<file path="config.mk">
export PLATFORM = sky130hd
export DESIGN_NAME = inst_prefetch_queue
export DESIGN_NICKNAME = d
export VERILOG_FILES = /design/src/rtl/inst_prefetch_queue.sv
export SDC_FILE = /design/constraint.sdc
export NUM_CORES = 1
export LEC_CHECK = 0
export BUFFER_PORTS_ARGS = -buffer_cell sky130_fd_sc_hd__buf_2
export CORE_MARGIN = 2
export CORE_UTILIZATION = 60
export CTS_CLUSTER_SIZE = 8
export DETAILED_ROUTE_END_ITERATION = 10
export PLACE_DENSITY = 0.91
export SETUP_SLACK_MARGIN = 0.1
export SYNTH_ARGS = -nofsm -noshare
export SYNTH_HDL_FRONTEND = slang
export SYNTH_SLANG_ARGS = --single-unit
</file>
<file path="constraint.sdc">
create_clock -name clock -period 4.4 [get_ports clock]
set_clock_uncertainty 0.2 [all_clocks]
set_input_delay 0.66 -clock clock [delete_from_list [all_inputs] [get_ports clock]]
set_output_delay 0.66 -clock clock [all_outputs]
set_load 0.01 [all_outputs]
</file>
<file path="src/rtl/inst_prefetch_queue.sv">
// -----------------------------------------------------------------------------
// inst_prefetch_queue
//   Instruction fetch front end sitting between a synchronous instruction
//   memory and the pipeline IF stage. Issues one fetch address per cycle,
//   captures the returned word one cycle later, buffers up to DEPTH
//   {instruction, pc} pairs and hands the head entry to the pipeline over a
//   valid/ready handshake. A redirect flushes the queue and refetches from
//   the new target.
//
//   Optional feature macro: FETCH_HALT_STOP_EN
//     defined   - a captured HALT opcode stops issue permanently; queued
//                 entries (HALT included) drain, then the block parks in
//                 HALTED with halted=1 until reset.
//     undefined - HALT is not decoded, halted is tied low.
//
// Ports
//   clock        in   system clock, rising edge
//   reset        in   synchronous active-high reset
//   enable       in   global enable; low freezes issue, pop and PC
//   start        in   one-cycle pulse, begins fetching at address 0
//   redirect     in   taken branch/jump this cycle
//   redirect_pc  in   redirect target address [AW]
//   i_addr       out  registered instruction memory address [AW]
//   i_datain     in   memory read data, valid one cycle after i_addr [16]
//   inst         out  head instruction [16]
//   inst_pc      out  head instruction address [AW]
//   inst_valid   out  queue non-empty and not IDLE
//   inst_ready   in   pipeline accepts head this cycle
//   halted       out  HALT drained and fetching stopped
// -----------------------------------------------------------------------------
module inst_prefetch_queue #(
    parameter int unsigned DEPTH   = 4,
`ifdef FETCH_HALT_STOP_EN
    parameter logic [4:0]  HALT_OP = 5'b00001,
`endif
    parameter int unsigned AW      = 8
) (
    input  logic          clock,
    input  logic          reset,
    input  logic          enable,
    input  logic          start,
    input  logic          redirect,
    input  logic [AW-1:0] redirect_pc,
    output logic [AW-1:0] i_addr,
    input  logic [15:0]   i_datain,
    output logic [15:0]   inst,
    output logic [AW-1:0] inst_pc,
    output logic          inst_valid,
    input  logic          inst_ready,
    output logic          halted
);

    localparam int unsigned PW = $clog2(DEPTH);
    localparam int unsigned CW = $clog2(DEPTH) + 1;
    localparam logic [CW:0] DEPTH_W = (CW+1)'(DEPTH);

    typedef enum logic [1:0] {
        ST_IDLE,
        ST_RUN
`ifdef FETCH_HALT_STOP_EN
        , ST_HALTED
`endif
    } state_e;

    state_e          state_q;
    logic [AW-1:0]   fetch_pc_q;
    logic [AW-1:0]   i_addr_q;
    logic [AW-1:0]   req_pc_q;
    logic [CW-1:0]   count_q;
    logic [PW-1:0]   rd_ptr_q;
    logic [PW-1:0]   wr_ptr_q;
    logic            inflight_q;
    logic            drop_q;
    logic [15:0]     data_q [DEPTH];
    logic [AW-1:0]   pc_q   [DEPTH];

    logic            run_c;
    logic            redirect_c;
    logic [CW:0]     pending_c;
    logic            issue_c;
    logic            pop_c;
    logic            capture_c;
    logic            stop_c;
    logic            drop_d;

`ifdef FETCH_HALT_STOP_EN
    logic            stop_q;
    logic            halted_q;
    logic            halt_cap_c;
    logic            halt_pop_c;
`endif

    // Handshake and issue decisions for this cycle
    always_comb begin
        run_c      = (state_q == ST_RUN);
        redirect_c = run_c && enable && redirect;
        pending_c  = {1'b0, count_q} + (CW+1)'(inflight_q);
        pop_c      = enable && inst_valid && inst_ready && !redirect_c;
        capture_c  = inflight_q && !drop_q;
`ifdef FETCH_HALT_STOP_EN
        stop_c     = stop_q;
        // A HALT captured on a redirect edge is flushed, so it must not stop issue
        halt_cap_c = capture_c && !redirect_c && (i_datain[15:11] == HALT_OP);
        // Only the HALT that set stop can be at the head with stop set
        halt_pop_c = pop_c && stop_q && (inst[15:11] == HALT_OP);
`else
        stop_c     = 1'b0;
`endif
        // Count+inflight bound keeps a slot for every outstanding response
        issue_c    = run_c && enable && !redirect_c && !stop_c && (pending_c < DEPTH_W);
        // The response landing on a redirect edge is killed by the queue clear,
        // and no issue happens that edge, so only a HALT can leave a stale request
`ifdef FETCH_HALT_STOP_EN
        drop_d     = issue_c && halt_cap_c;
`else
        drop_d     = 1'b0;
`endif
    end

    // State, fetch PC, request tracking and queue storage
    always_ff @(posedge clock) begin
        if (reset) begin
            state_q    <= ST_IDLE;
            fetch_pc_q <= '0;
            i_addr_q   <= '0;
            req_pc_q   <= '0;
            count_q    <= '0;
            rd_ptr_q   <= '0;
            wr_ptr_q   <= '0;
            inflight_q <= 1'b0;
            drop_q     <= 1'b0;
            for (int i = 0; i < int'(DEPTH); i++) begin
                data_q[i] <= '0;
                pc_q[i]   <= '0;
            end
`ifdef FETCH_HALT_STOP_EN
            stop_q     <= 1'b0;
            halted_q   <= 1'b0;
`endif
        end else begin
            unique case (state_q)
                ST_IDLE: begin
                    if (start) begin
                        state_q    <= ST_RUN;
                        fetch_pc_q <= '0;
                    end
                end
                ST_RUN: begin
`ifdef FETCH_HALT_STOP_EN
                    if (halt_pop_c) begin
                        state_q  <= ST_HALTED;
                        halted_q <= 1'b1;
                    end
`endif
                end
                default: begin
                    state_q <= state_q;
                end
            endcase

            inflight_q <= issue_c;
            drop_q     <= drop_d;

            if (issue_c) begin
                i_addr_q   <= fetch_pc_q;
                req_pc_q   <= fetch_pc_q;
                fetch_pc_q <= fetch_pc_q + AW'(1);
            end

            if (redirect_c) begin
                fetch_pc_q <= redirect_pc;
                count_q    <= '0;
                rd_ptr_q   <= '0;
                wr_ptr_q   <= '0;
            end else begin
                if (capture_c) begin
                    data_q[wr_ptr_q] <= i_datain;
                    pc_q[wr_ptr_q]   <= req_pc_q;
                    wr_ptr_q         <= wr_ptr_q + PW'(1);
                end
                if (pop_c) begin
                    rd_ptr_q <= rd_ptr_q + PW'(1);
                end
                unique case ({capture_c, pop_c})
                    2'b10:   count_q <= count_q + CW'(1);
                    2'b01:   count_q <= count_q - CW'(1);
                    default: count_q <= count_q;
                endcase
            end

`ifdef FETCH_HALT_STOP_EN
            // Redirect before the HALT drains cancels the stop
            if (redirect_c) begin
                stop_q <= 1'b0;
            end else if (halt_cap_c) begin
                stop_q <= 1'b1;
            end
`endif
        end
    end

    assign i_addr     = i_addr_q;
    assign inst       = data_q[rd_ptr_q];
    assign inst_pc    = pc_q[rd_ptr_q];
    assign inst_valid = (count_q != '0) && (state_q != ST_IDLE);

`ifdef FETCH_HALT_STOP_EN
    assign halted     = halted_q;
`else
    assign halted     = 1'b0;
`endif

endmodule
</file>
==> impl_results.md <==
- Most common cell after layout, fill and taps aside: and2_1
- DIE AREA: 9740 um2
- Reg2Reg Depth: 6
- Max Clock Freq: 324 MHz
- Via density: 5.80
- Setup Fix Bufs, Post-CTS: 0
- Status: completed
- First-pass iteration count of the detailed router: 5
- Capture point of the worst reg-to-reg path: pc_q[0][0]
- Port buffer count: 62
- Vias in the first global route: 3384
- First-pass GRT wire length: 16700 um
- GRT overflow: 0
- Pleak: 0.00240 uW
- Slew Limit Fails: 0
- # resized after CTS: 0
- Worst min path class: input pin to flip-flop
- Syn_nets: 414
- Die H: 98.7 um
- Post-Syn Instances: 381
- Cts hold-fix bufs: 0
- Slowest CP cell: dfxtp_1
- Final-report hold violation count: 0
- WHS Path Cells: 3
- Initial drt markers: 220
- Period utilization: 70.1%
- Total Power: 2840 uW
- Post-route DRC: 0
- Worst slew margin: 18.3%
- Power Density: 447 nW/um2
- Area grow syn2layout: 18.2%
- Final setup violation count: 0
- CP Max Fanout: 24
- Initial antenna violation count: 0
- Mapped Area: 5380 um2
- Peak supply drop: 0.267 mV
- Mean Syn Cell Area: 14.1 um2
- Layout cells sized above 1: 28.4%
- Final Wtd Congestion: 0.858
- Worst path cell trace: mux4_2 -> buf_2
- Avg WL per Cell: 18.6 um
- Initial Util: 61.7%
- # diodes: 0
- Vias: 3278
- Synth unique cells: 44
- Clk buf depth: 2
- Reg2reg start: state_q[0]
- Horiz. Die Dim: 98.7 um
- Hold EP: state_q[0]
- Worst-path clk slew: 0.06 ns
- Largest net degree at the start of global routing: 27
- GRT Total Usage: 22.8%
- Flop2flop setup slack: 1.69 ns
- CTS tree: yes
- Final Net Count: 477
- Worst-Skew Late Latency: 0.51 ns
- Flops & latches, synth: 123
- Ys Warns: 0
- H-tree Lvls: 4
- CP Capture Type: primary output
- Min Clock Period, post-route: 3.09 ns
- Final Routed Wirelength: 10500 um
- Max stage delay on crit path: 1.08 ns
- Worst-Margin Slew: 1.23 ns
- Sink Count: 123
- Setup TNS: 0 ns
- Root buffer cell: clkbuf_8
- Critical Path RT: 3.54 ns
- Most frequent cells in the layout: and2_1, edfxtp_1, buf_2
- CP Launch Type: flip-flop
- CTS buffer count: 17
- Row count: 34
- Arrival time at the worst endpoint: 2.23 ns
- MaxCap Viol Count: 0
- Detailed Place HPWL: 6390 um
- Detail Route Antenna Nets: 0
- Post-synthesis sequential area ratio: 63.6%
- Core box area: 8720 um2
- Ports: 64
- Min-delay src: start
- Setup CP Type: flip-flop to primary output
- RSZ-0062 raised after global routing: false
[flip-flops by register name (all words and copies together), names as in the netlist, 2 cells and up, named ones only]
name	cells
count_q	3
data_q	64
fetch_pc_q	8
pc_q	32
rd_ptr_q	2
req_pc_q	8
wr_ptr_q	2
[power by group]
part	leakage [uW]	internal (uW)	switching, uW	total (uW)
clock	0.000299	968	477	1440
combinational	0.000894	37.3	58.5	95.8
sequential	0.00121	1290	15.4	1300
[critical path: cells and delay by family (launching register included)]
kind	cells	cell delay [ns]
buf+inv	1	0.17
mux	1	0.46
flops	1	1.08
[Yosys cell counts]
cell	number	area (um2)
nand4_1	1	6.26
nor3_4	1	16.3
buf_6	3	33.8
xnor2_1	3	26.3
mux2_2	2	22.5
o211ai_1	2	15.0
a41oi_1	1	8.76
a22oi_1	2	15.0
nor3b_4	1	18.8
mux4_2	24	541
xor2_1	3	26.3
a21oi_1	14	70.1
nand2_1	22	82.6
nor3_2	1	10.0
inv_1	5	18.8
a31oi_1	4	25.0
nor3_1	2	10.0
nand3_1	11	55.1
conb_1	1	3.75
and3b_1	1	8.76
a41o_1	1	10.0
fa_1	1	20.0
dfxtp_1	27	541
edfxtp_1	96	2880
and4_1	1	8.76
buf_4	1	7.51
ha_1	2	25.0
clkbuf_2	2	10.0
buf_1	2	7.51
or3_1	3	18.8
buf_2	5	25.0
and4bb_2	1	12.5
nor3b_1	1	7.51
nor2_1	11	41.3
and3_1	3	18.8
a311oi_1	1	8.76
clkbuf_1	9	33.8
nand2b_1	2	12.5
and2_1	98	613
nand2_2	1	6.26
o21ai_0	2	10.0
or2_2	3	18.8
a2bb2oi_1	1	8.76
nor2b_1	3	18.8
[cell families after synthesis]
logic type | synth area share [%]
other cells | 0.0697
flops | 63.6
fa+ha+maj | 0.837
compound gates | 3.19
xor+xnor | 0.977
mux | 10.5
simple gates | 18.3
buf+inv | 2.53
[per-stage QoR]
stage	hold WS (ns)	util, %	setup slack [ns]	area [um2]	cells
2_1_floorplan	0.243	-	1.69	5380	381
3_5_place_dp	0.278	65.8	1.24	5740	533
3_3_place_gp	0.261	65.8	1.30	5740	533
5_1_grt	0.202	72.9	1.19	6360	565
4_1_cts	0.171	72.9	1.27	6360	565
6_report	0.188	72.9	1.31	6360	565
[worst max-delay path by stage]
stage	endpoint	from	depth (start not counted)
after floorplan	count_q[2]	enable	9
after global placement	data_q[0][10]	enable	7
after detailed placement	data_q[0][10]	enable	7
after CTS	inst[12]	flip-flop	2
after global routing	inst_pc[3]	flip-flop	2
final	inst[12]	flip-flop	2
[cell type report]
class | count | area [um2]
repair buffers | 66 | 340
inverters | 5 | 18.8
fillers | 541 | 2360
clock inverters | 14 | 201
flip-flops and latches | 123 | 3420
multi-input cells | 231 | 1820
clock buffers | 18 | 418
well taps | 108 | 135
[layer usage]
layer  share of wire (%)  GRT usage (%)  wire length [um]
met1                  40           27.2              4180
met5                   0              0                 0
met3                 6.4           6.52               672
met2                  52           38.9              5460
met4                 1.9           10.1               205
(Power assumes the default switching activity.)
